$ cat src/rtl/stopwatch_ctrl.sv
// stopwatch_ctrl: mode and timing controller for the stopwatch timer.
// Synchronizes ADJ/SEL/PAUSE, debounces PAUSE, runs the RUN/PAUSE/ADJUST
// state machine and produces single-cycle increment strobes, adjust-mode
// blink blanking and the 7-segment digit-scan select. Single clock domain.
//
// Ports:
//   clk        master clock
//   RESET      synchronous, active-high reset
//   ADJ        raw adjust switch (async)
//   SEL        raw select switch (async), 0 = minutes, 1 = seconds
//   PAUSE      raw pause button (async, bouncy)
//   inc_sec    one-cycle seconds-increment strobe
//   inc_min    one-cycle minutes-increment strobe
//   blank_sec  blank seconds digits (adjust blink)
//   blank_min  blank minutes digits (adjust blink)
//   scan_sel   active digit index
//   mode       00 RUN, 01 PAUSE, 10 ADJUST
//   paused     high in PAUSE, or in ADJUST when returning to PAUSE
module stopwatch_ctrl #(
  parameter int DIV_1HZ   = 100000000,
  parameter int DIV_2HZ   = 50000000,
  parameter int DIV_BLINK = 25000000,
  parameter int DIV_SCAN  = 100000,
  parameter int DB_CYCLES = 1000000
) (
  input  logic       clk,
  input  logic       RESET,
  input  logic       ADJ,
  input  logic       SEL,
  input  logic       PAUSE,
  output logic       inc_sec,
  output logic       inc_min,
  output logic       blank_sec,
  output logic       blank_min,
  output logic [1:0] scan_sel,
  output logic [1:0] mode,
  output logic       paused
);

  localparam logic [1:0] MODE_RUN    = 2'b00;
  localparam logic [1:0] MODE_PAUSE  = 2'b01;
  localparam logic [1:0] MODE_ADJUST = 2'b10;

  localparam int RUN_W   = (DIV_1HZ   > 1) ? $clog2(DIV_1HZ)   : 1;
  localparam int ADJ_W   = (DIV_2HZ   > 1) ? $clog2(DIV_2HZ)   : 1;
  localparam int BLINK_W = (DIV_BLINK > 1) ? $clog2(DIV_BLINK) : 1;
  localparam int SCAN_W  = (DIV_SCAN  > 1) ? $clog2(DIV_SCAN)  : 1;
  localparam int DB_W    = (DB_CYCLES > 1) ? $clog2(DB_CYCLES) : 1;

  localparam logic [RUN_W-1:0]   RUN_TERM   = RUN_W'(DIV_1HZ - 1);
  localparam logic [ADJ_W-1:0]   ADJ_TERM   = ADJ_W'(DIV_2HZ - 1);
  localparam logic [BLINK_W-1:0] BLINK_TERM = BLINK_W'(DIV_BLINK - 1);
  localparam logic [SCAN_W-1:0]  SCAN_TERM  = SCAN_W'(DIV_SCAN - 1);
  localparam logic [DB_W-1:0]    DB_TERM    = DB_W'(DB_CYCLES - 1);

  // ---------------- two-flop synchronizers: bit 0 ADJ, 1 SEL, 2 PAUSE
  logic [2:0] raw_in;
  logic [2:0] sync_s2;
  assign raw_in = {PAUSE, SEL, ADJ};

  genvar gi;
  generate
    for (gi = 0; gi < 3; gi++) begin : g_sync
      logic s1_reg;
      logic s2_reg;
      always_ff @(posedge clk) begin
        if (RESET) begin
          s1_reg <= 1'b0;
          s2_reg <= 1'b0;
        end else begin
          s1_reg <= raw_in[gi];
          s2_reg <= s1_reg;
        end
      end
      assign sync_s2[gi] = s2_reg;
    end
  endgenerate

  logic adj_s2, sel_s2, pause_s2;
  assign adj_s2   = sync_s2[0];
  assign sel_s2   = sync_s2[1];
  assign pause_s2 = sync_s2[2];

  // ---------------- PAUSE debounce: accept a level only after it has
  // differed from the current level for DB_CYCLES consecutive samples
  logic            db_level_reg;
  logic            db_prev_reg;
  logic [DB_W-1:0] db_cnt_reg;
  logic            press;

  always_ff @(posedge clk) begin
    if (RESET) begin
      db_level_reg <= 1'b0;
      db_prev_reg  <= 1'b0;
      db_cnt_reg   <= '0;
    end else begin
      db_prev_reg <= db_level_reg;
      if (pause_s2 == db_level_reg) begin
        db_cnt_reg <= '0;
      end else if (db_cnt_reg == DB_TERM) begin
        db_level_reg <= pause_s2;
        db_cnt_reg   <= '0;
      end else begin
        db_cnt_reg <= db_cnt_reg + DB_W'(1);
      end
    end
  end

  assign press = db_level_reg & ~db_prev_reg;

  // ---------------- mode FSM: state register
  logic [1:0] mode_reg, mode_next;
  logic [1:0] ret_reg, ret_next;

  always_ff @(posedge clk) begin
    if (RESET) begin
      mode_reg <= MODE_RUN;
      ret_reg  <= MODE_RUN;
    end else begin
      mode_reg <= mode_next;
      ret_reg  <= ret_next;
    end
  end

  // ---------------- mode FSM: next state (ADJ has priority over presses)
  always_comb begin
    mode_next = mode_reg;
    ret_next  = ret_reg;
    if (adj_s2 && (mode_reg != MODE_ADJUST)) begin
      mode_next = MODE_ADJUST;
      ret_next  = mode_reg;
    end else if (mode_reg == MODE_ADJUST) begin
      if (!adj_s2) begin
        mode_next = ret_reg;
      end
    end else if (press) begin
      mode_next = (mode_reg == MODE_RUN) ? MODE_PAUSE : MODE_RUN;
    end
  end

  // Prescalers only advance when the mode is kept across the edge, so no
  // strobe can land in the first cycle of a different mode.
  logic stay_run, stay_adj, enter_adj;
  assign stay_run  = (mode_reg == MODE_RUN)    && (mode_next == MODE_RUN);
  assign stay_adj  = (mode_reg == MODE_ADJUST) && (mode_next == MODE_ADJUST);
  assign enter_adj = (mode_reg != MODE_ADJUST) && (mode_next == MODE_ADJUST);

  // ---------------- run prescaler: holds in PAUSE, cleared on ADJUST entry
  logic [RUN_W-1:0] run_cnt_reg;
  logic             run_tick;
  assign run_tick = stay_run && (run_cnt_reg == RUN_TERM);

  always_ff @(posedge clk) begin
    if (RESET || enter_adj) begin
      run_cnt_reg <= '0;
    end else if (stay_run) begin
      run_cnt_reg <= run_tick ? '0 : run_cnt_reg + RUN_W'(1);
    end
  end

  // ---------------- adjust prescaler and blink phase, live only in ADJUST
  logic [ADJ_W-1:0]   adj_cnt_reg;
  logic [BLINK_W-1:0] blink_cnt_reg;
  logic               blink_dark_reg;
  logic               adj_tick;
  assign adj_tick = stay_adj && (adj_cnt_reg == ADJ_TERM);

  always_ff @(posedge clk) begin
    if (RESET || !stay_adj) begin
      adj_cnt_reg    <= '0;
      blink_cnt_reg  <= '0;
      blink_dark_reg <= 1'b0;
    end else begin
      adj_cnt_reg <= adj_tick ? '0 : adj_cnt_reg + ADJ_W'(1);
      if (blink_cnt_reg == BLINK_TERM) begin
        blink_cnt_reg  <= '0;
        blink_dark_reg <= ~blink_dark_reg;
      end else begin
        blink_cnt_reg <= blink_cnt_reg + BLINK_W'(1);
      end
    end
  end

  // ---------------- strobes (run_tick and adj_tick are mutually exclusive)
  logic inc_sec_reg, inc_min_reg;
  always_ff @(posedge clk) begin
    if (RESET) begin
      inc_sec_reg <= 1'b0;
      inc_min_reg <= 1'b0;
    end else begin
      inc_sec_reg <= run_tick | (adj_tick & sel_s2);
      inc_min_reg <= adj_tick & ~sel_s2;
    end
  end

  // ---------------- digit scan, free-running in every mode
  logic [SCAN_W-1:0] scan_cnt_reg;
  logic [1:0]        scan_sel_reg;
  always_ff @(posedge clk) begin
    if (RESET) begin
      scan_cnt_reg <= '0;
      scan_sel_reg <= 2'd0;
    end else if (scan_cnt_reg == SCAN_TERM) begin
      scan_cnt_reg <= '0;
      scan_sel_reg <= scan_sel_reg + 2'd1;
    end else begin
      scan_cnt_reg <= scan_cnt_reg + SCAN_W'(1);
    end
  end

  // ---------------- mode FSM: outputs
  always_comb begin
    mode      = mode_reg;
    paused    = (mode_reg == MODE_PAUSE) ||
                ((mode_reg == MODE_ADJUST) && (ret_reg == MODE_PAUSE));
    blank_sec = (mode_reg == MODE_ADJUST) &&  sel_s2 && blink_dark_reg;
    blank_min = (mode_reg == MODE_ADJUST) && !sel_s2 && blink_dark_reg;
  end

  assign inc_sec  = inc_sec_reg;
  assign inc_min  = inc_min_reg;
  assign scan_sel = scan_sel_reg;

endmodule

$ cat config.mk
export PLATFORM = sky130hd
export DESIGN_NAME = stopwatch_ctrl
export DESIGN_NICKNAME = d
export VERILOG_FILES = /design/src/rtl/stopwatch_ctrl.sv
export SDC_FILE = /design/constraint.sdc
export NUM_CORES = 1
export LEC_CHECK = 0
export BUFFER_PORTS_ARGS = -buffer_cell sky130_fd_sc_hd__buf_2
export CAP_MARGIN = 20
export CORE_ASPECT_RATIO = 1.4
export CORE_MARGIN = 2
export CORE_UTILIZATION = 40
export CTS_CLUSTER_SIZE = 24
export DETAILED_ROUTE_END_ITERATION = 6
export PLACE_DENSITY_LB_ADDON = 0.1
export SYNTH_ARGS = -nofsm -noshare
export SYNTH_HDL_FRONTEND = slang
export SYNTH_SLANG_ARGS = --single-unit
$ cat constraint.sdc
create_clock -name clk -period 2.3 [get_ports clk]
set_input_delay 0.23 -clock clk [delete_from_list [all_inputs] [get_ports clk]]
set_output_delay 0.23 -clock clk [all_outputs]
set_load 0.1 [all_outputs]
==> impl_metrics.env, run 1 <==
export IMPL_ys_types=47
export IMPL_synth_nets=677
export IMPL_async_flop_share_pct=0
export IMPL_dpl_hpwl_mm=8.09
export IMPL_nNetsFinal=702
export IMPL_grt_pass1_wl_mm=20.1
export IMPL_period_minus_slack_ps=2080
export IMPL_ys_top_cells_by_area="dfxtp_1 46%, nor2_1 9.3%, xnor2_1 8.6%, xor2_1 7.4%, nand3_1 3.9%"
export IMPL_tns_ps=0
export IMPL_slew_headroom_pct=56.4
export IMPL_largest_register_ffs=27
export IMPL_hold_viol_final=0
export IMPL_syn2layout_area_growth_pct=16.7
export IMPL_critPathRequiredTime_ps=2070
export IMPL_clock_path_buffers=2
export IMPL_synth_most_common_cell="nor2_1"
export IMPL_grt_overflow=0
export IMPL_drv_slew=0
export IMPL_status="completed"
export IMPL_switching_share_pct=19.1
export IMPL_syn_avg_cell_area_um2=8.66
export IMPL_pwr_density_cell_mw_per_mm2=789
export IMPL_start_util_pct=40.3
export IMPL_hold_class="input port to register"
export IMPL_tightest_slew_ps=648
export IMPL_cts_buffers=17
export IMPL_slowest_delay_ps=450
export IMPL_power_mw=5.32
export IMPL_ant_nets=0
export IMPL_synth_top_area_share_pct=45.8
export IMPL_synth_edff_count=0
export IMPL_drive_above_1_share_pct=10.1
export IMPL_antenna_found_initial=0
export IMPL_placementRows=52
export IMPL_syn_instance_count=667
export IMPL_clock_skew_ps=5.64
export IMPL_core_mm2=0.0143
export IMPL_p_switching_mw=1.02
export IMPL_root_buffer="clkbuf_16"
export IMPL_synth_flop_cell="dfxtp_1"
export IMPL_ys_warn_count=0
export IMPL_dpl_cell_area_mm2=0.00610
export IMPL_path_clk_slew_ps=60
export IMPL_fillCellCount=1416
export IMPL_diodes=0
export IMPL_slowest_stage="buf_2"
export IMPL_h_tree_depth=4
export IMPL_cp_max_fo=10
export IMPL_p_seq_share_pct=43.6
export IMPL_drc_errors=0
export IMPL_crit_buf_inv=1
export IMPL_grt_max_degree=25
export IMPL_place_gp_congestion=0.750
export IMPL_cp_arrival_ps=1850
export IMPL_synth_seq_cells=132
export IMPL_period_share_pct=90.3
export IMPL_yosysSeqAreaShare_pct=45.8
export IMPL_crit_chain="nand2b_1, o31ai_4, buf_2"
export IMPL_ir_drop_mv=0.379
export IMPL_cts_tree="yes"
export IMPL_leakagePower_nw=2.23
export IMPL_drt_iter0_markers=114
export IMPL_dieArea_mm2=0.0154
export IMPL_combPwrFrac_pct=1.4
export IMPL_track_usage_pct=15.7
export IMPL_cts_hold_buf=0
export IMPL_fmax_ghz=0.481
export IMPL_path_class="register to output pin"
export IMPL_final_cell_area_mm2=0.00674
export IMPL_synth_top_cell_by_area="dfxtp_1"
export IMPL_cts_sinks=132
export IMPL_cp_start_kind="register"
export IMPL_intPower_mw=4.30
export IMPL_dp_cells=862
export IMPL_cap_violations=0
export IMPL_ctsResizeCount=0
export IMPL_wl_per_cell_um=12.8
export IMPL_ys_top_cells_by_count="143 x nor2_1, 132 x dfxtp_1, 57 x xnor2_1, 49 x xor2_1, 45 x nand3_1"
export IMPL_vias=4456
export IMPL_hold_slack_ps=27.0
export IMPL_rsz0062_at_grt="false"
export IMPL_first_pass_iters=7
export IMPL_routed_wl_mm=11.4
export IMPL_ios=14
export IMPL_fp_dieW_um=106
export IMPL_critPathCaptureType="output pin"
export IMPL_die_h_um=146
export IMPL_clkLatencyLatePin_ps=410
export IMPL_path_delay_family="buffers and inverters"
export IMPL_cts_setup_buffers=0
export IMPL_synth_area_mm2=0.00578
export IMPL_routed_via_density=5.00
export IMPL_io_buffers=13
export IMPL_finalSetupViolCount=0
export IMPL_grt_pass1_vias=4396
export IMPL_clock_power_share_pct=55.0
export IMPL_instances_no_fill=892
-- power by group through the flow --
| stage | Clock, mW | Sequential [mW] | Combinational (mW) |
|---|---|---|---|
| after floorplan | 0 | 2.37 | 0.0506 |
| after global placement | 0 | 2.37 | 0.0734 |
| after detailed placement | 0 | 2.37 | 0.0754 |
| after CTS | 3.00 | 2.32 | 0.0754 |
| after global routing | 3.10 | 2.32 | 0.0855 |
| final | 2.93 | 2.32 | 0.0733 |
-- metrics by stage --
stage	utilization, %	setup WS, ps
after floorplan	-	101
after CTS	47.1	197
final	47.1	223
after detailed placement	42.6	343
after global placement	42.6	348
after global routing	47.1	144
-- path summary, 6_finish.rpt --
path / startpoint / endpoint / slack, ps / depth (start not counted)
hold / removal: ADJ / g_sync[0].s1_reg$_SDFF_PP0_ / 30 / 2
setup reg to reg: run_cnt_reg[13]$_SDFFE_PP0P_ / run_cnt_reg[21]$_SDFFE_PP0P_ / 350 / 6
setup / recovery: mode[0]$_SDFF_PP0_ / paused / 220 / 3
hold reg to reg: g_sync[0].s1_reg$_SDFF_PP0_ / adj_s2$_SDFF_PP0_ / 440 / 1
-- routing by layer --
layer  GRT usage, %  up-vias  share of wire [%]
met5              0        -                  0
met3           4.15       14                2.1
met2           27.4       39                 50
met1           18.5     2096                 46
met4           5.72        0                1.3
li1               -     2307                  -
-- cells in the final DEF, fill, tap and decap left out, drive strengths merged, types with 10 or more instances in the layout --
| cell | netlist | layout |
|---|---|---|
| nand2 | 40 | 40 |
| clkbuf | 7 | 21 |
| xor2 | 49 | 49 |
| and3 | 15 | 15 |
| nand3 | 46 | 46 |
| xnor2 | 57 | 57 |
| nor3 | 24 | 24 |
| inv | 20 | 20 |
| buf | 13 | 26 |
| nand4 | 27 | 27 |
| nor2 | 143 | 143 |
| and4 | 10 | 10 |
| nor4 | 22 | 22 |
| dfxtp | 132 | 132 |
-- cells by family (layout without fill, tap and decap cells) --
kind of cell	count (synthesis)	count (layout)	synth area share, %
AO/OA/AOI/OAI	18	18	2.04
XOR/XNOR	106	106	16.1
adder cells (fa/ha/maj)	5	5	1.08
buffers and inverters	40	76	3.27
flip-flops	132	132	45.8
multiplexers	1	1	0.173
AND/OR/NAND/NOR	365	365	31.6
-- cell type report --
cell class | instances | area (um^2) | share of cell area [%]
clock buffer | 21 | 460 | 6.83
clock inverter | 9 | 178 | 2.64
inverter | 20 | 75.1 | 1.11
multi-input combinational | 495 | 2980 | 44.2
sequential | 132 | 2650 | 39.3
tap | 189 | 236 | 3.51
timing repair buffer | 26 | 163 | 2.41
(Power assumes the default switching activity.)
==> run 2, diff against run 1 <==
--- a/config.mk
+++ b/config.mk
@@ -9,3 +9,3 @@
 export CAP_MARGIN = 20
-export CORE_ASPECT_RATIO = 1.4
+export CORE_ASPECT_RATIO = 1.75
 export CORE_MARGIN = 2
==> constraint.sdc (replaced) <==
create_clock -name clk -period 2.3 [get_ports clk]
set_input_delay 0.46 -clock clk [delete_from_list [all_inputs] [get_ports clk]]
set_output_delay 0.46 -clock clk [all_outputs]
set_load 0.1 [all_outputs]
==> run 2 against run 1 <==
Fmax decreased by 3.9%. Setup slack got worse by 83 ps. Utilization about the same. Critical path type unchanged. Highest routed layer unchanged.
==> impl_metrics.env, run 2 (synthesis gave the netlist of run 1 again) <==
export IMPL_status="completed"
export IMPL_hold_viol_final=0
export IMPL_period_share_pct=93.9
export IMPL_hold_class="input port to register"
export IMPL_dieArea_mm2=0.0155
export IMPL_rr_startpoint="db_cnt_reg[12]$_SDFF_PP0_"
export IMPL_rr_endpoint="db_cnt_reg[7]$_SDFF_PP0_"
export IMPL_drive_above_1_share_pct=11.2
export IMPL_routed_wl_mm=11.4
export IMPL_cts_hold_buf=0
export IMPL_setup_ws_ps=140
export IMPL_finalSetupViolCount=0
export IMPL_cp_arrival_ps=1700
export IMPL_h_tree_depth=4
export IMPL_fillCellCount=1418
export IMPL_io_buffers=13
export IMPL_die_h_um=163
export IMPL_largest_register_ffs=27
export IMPL_start_util_pct=40.6
export IMPL_tns_ps=0
export IMPL_first_pass_iters=4
export IMPL_cts_sinks=132
export IMPL_whs_path_depth=2
export IMPL_dpl_hpwl_mm=8.19
export IMPL_syn2layout_area_growth_pct=15.8
export IMPL_core_mm2=0.0142
export IMPL_drv_slew=0
export IMPL_drt_iter0_markers=138
export IMPL_pre_cts_slack_ps=380
export IMPL_grt_pass1_wl_mm=20.2
export IMPL_tightest_slew_ps=506
export IMPL_grt_max_degree=25
export IMPL_clkLatencyLatePin_ps=410
export IMPL_critPathRequiredTime_ps=1840
export IMPL_hold_end="g_sync[0].s1_reg$_SDFF_PP0_"
export IMPL_grt_pass1_vias=4427
export IMPL_rsz0062_at_grt="false"
export IMPL_cp_start_kind="register"
export IMPL_slowest_stage="dfxtp_4"
export IMPL_reg2reg_slack_ps=370
export IMPL_grt_overflow=0
export IMPL_regArea_mm2=0.00265
export IMPL_routed_via_density=5.04
export IMPL_cts_setup_buffers=0
export IMPL_ios=14
export IMPL_cp_max_fo=10
export IMPL_nNetsFinal=705
export IMPL_root_buffer="clkbuf_16"
export IMPL_fmax_ghz=0.463
export IMPL_diodes=0
export IMPL_final_common_cell="nor2_1"
export IMPL_clock_path_buffers=2
export IMPL_period_minus_slack_ps=2160
export IMPL_path_class="register to output pin"
export IMPL_place_gp_congestion=0.780
export IMPL_slowest_delay_ps=370
export IMPL_ant_nets=0
export IMPL_slew_headroom_pct=66.5
export IMPL_crit_buf_inv=1
export IMPL_multi_input_area_mm2=0.00298
export IMPL_vias=4478
export IMPL_cts_buffers=17
export IMPL_clock_skew_ps=9.36
export IMPL_crit_chain="nand2b_2, o31ai_4, clkbuf_4"
export IMPL_cap_violations=0
export IMPL_final_cell_mix="143 x nor2_1, 130 x dfxtp_1, 57 x xnor2_1, 49 x xor2_1, 45 x nand3_1"
export IMPL_critPathLaunch="mode[0]$_SDFF_PP0_"
export IMPL_placementRows=58
export IMPL_pwr_density_cell_mw_per_mm2=739
export IMPL_path_clk_slew_ps=60
export IMPL_critPathCaptureType="output pin"
export IMPL_wl_per_cell_um=12.8
export IMPL_r2r_cells=6
export IMPL_ir_drop_mv=0.486
export IMPL_track_usage_pct=16.3
export IMPL_path_delay_family="flip-flops"
export IMPL_leakagePower_nw=2.19
export IMPL_drc_errors=0
export IMPL_worstHoldStart="ADJ"
export IMPL_antenna_found_initial=0
export IMPL_fp_dieW_um=94.8
export IMPL_cts_tree="yes"
run 2: report_power, final:
part | switching (mW) | leakage, nW | total, mW | internal [mW]
Combinational | 0.0475 | 0.862 | 0.0733 | 0.0258
Sequential | 0.0144 | 1.07 | 2.32 | 2.30
Clock | 1.04 | 0.261 | 2.56 | 1.52
run 2: worst max-delay path by stage:
stage / endpoint / cells after the start
global placement: db_cnt_reg[9]$_SDFF_PP0_ / 6
detailed placement: db_cnt_reg[3]$_SDFF_PP0_ / 6
CTS: paused / 3
global route: paused / 3
floorplan: paused / 3
finish: paused / 3
run 2: cell type report:
cell class	instances	share of cell area [%]
Multi-Input combinational cell	495	44.6
Sequential cell	132	39.6
Clock buffer	18	6.57
Tap cell	180	3.37
Timing Repair Buffer	29	2.81
Clock inverter	14	1.93
Inverter	20	1.12
run 2: routing by layer:
metal / part of all wire [%] / wire, um / up-vias / global-route usage (%)
met2: 52 / 5900 / 51 / 28.5
met1: 42 / 4810 / 2092 / 18.3
met4: 2.3 / 260 / 0 / 6.98
met3: 3.4 / 388 / 18 / 4.40
li1: - / - / 2317 / -
met5: 0 / 0 / - / 0
run 2: through the flow:
stage	hold slack (ps)	instances	power (mW)	instance area (um^2)	utilization, %
final	256	888	4.94	6690	47.0
after global routing	259	888	5.14	6690	47.0
after CTS	235	888	5.03	6690	47.0
after detailed placement	426	856	2.44	6120	43.0
after global placement	422	856	2.44	6120	43.0
after floorplan	414	667	2.42	5820	-
run 2: what timing repair did:
item,in CTS,in global routing
resized for setup,0,1
endpoints found under the hold margin,0,0
setup endpoints to repair,0,1
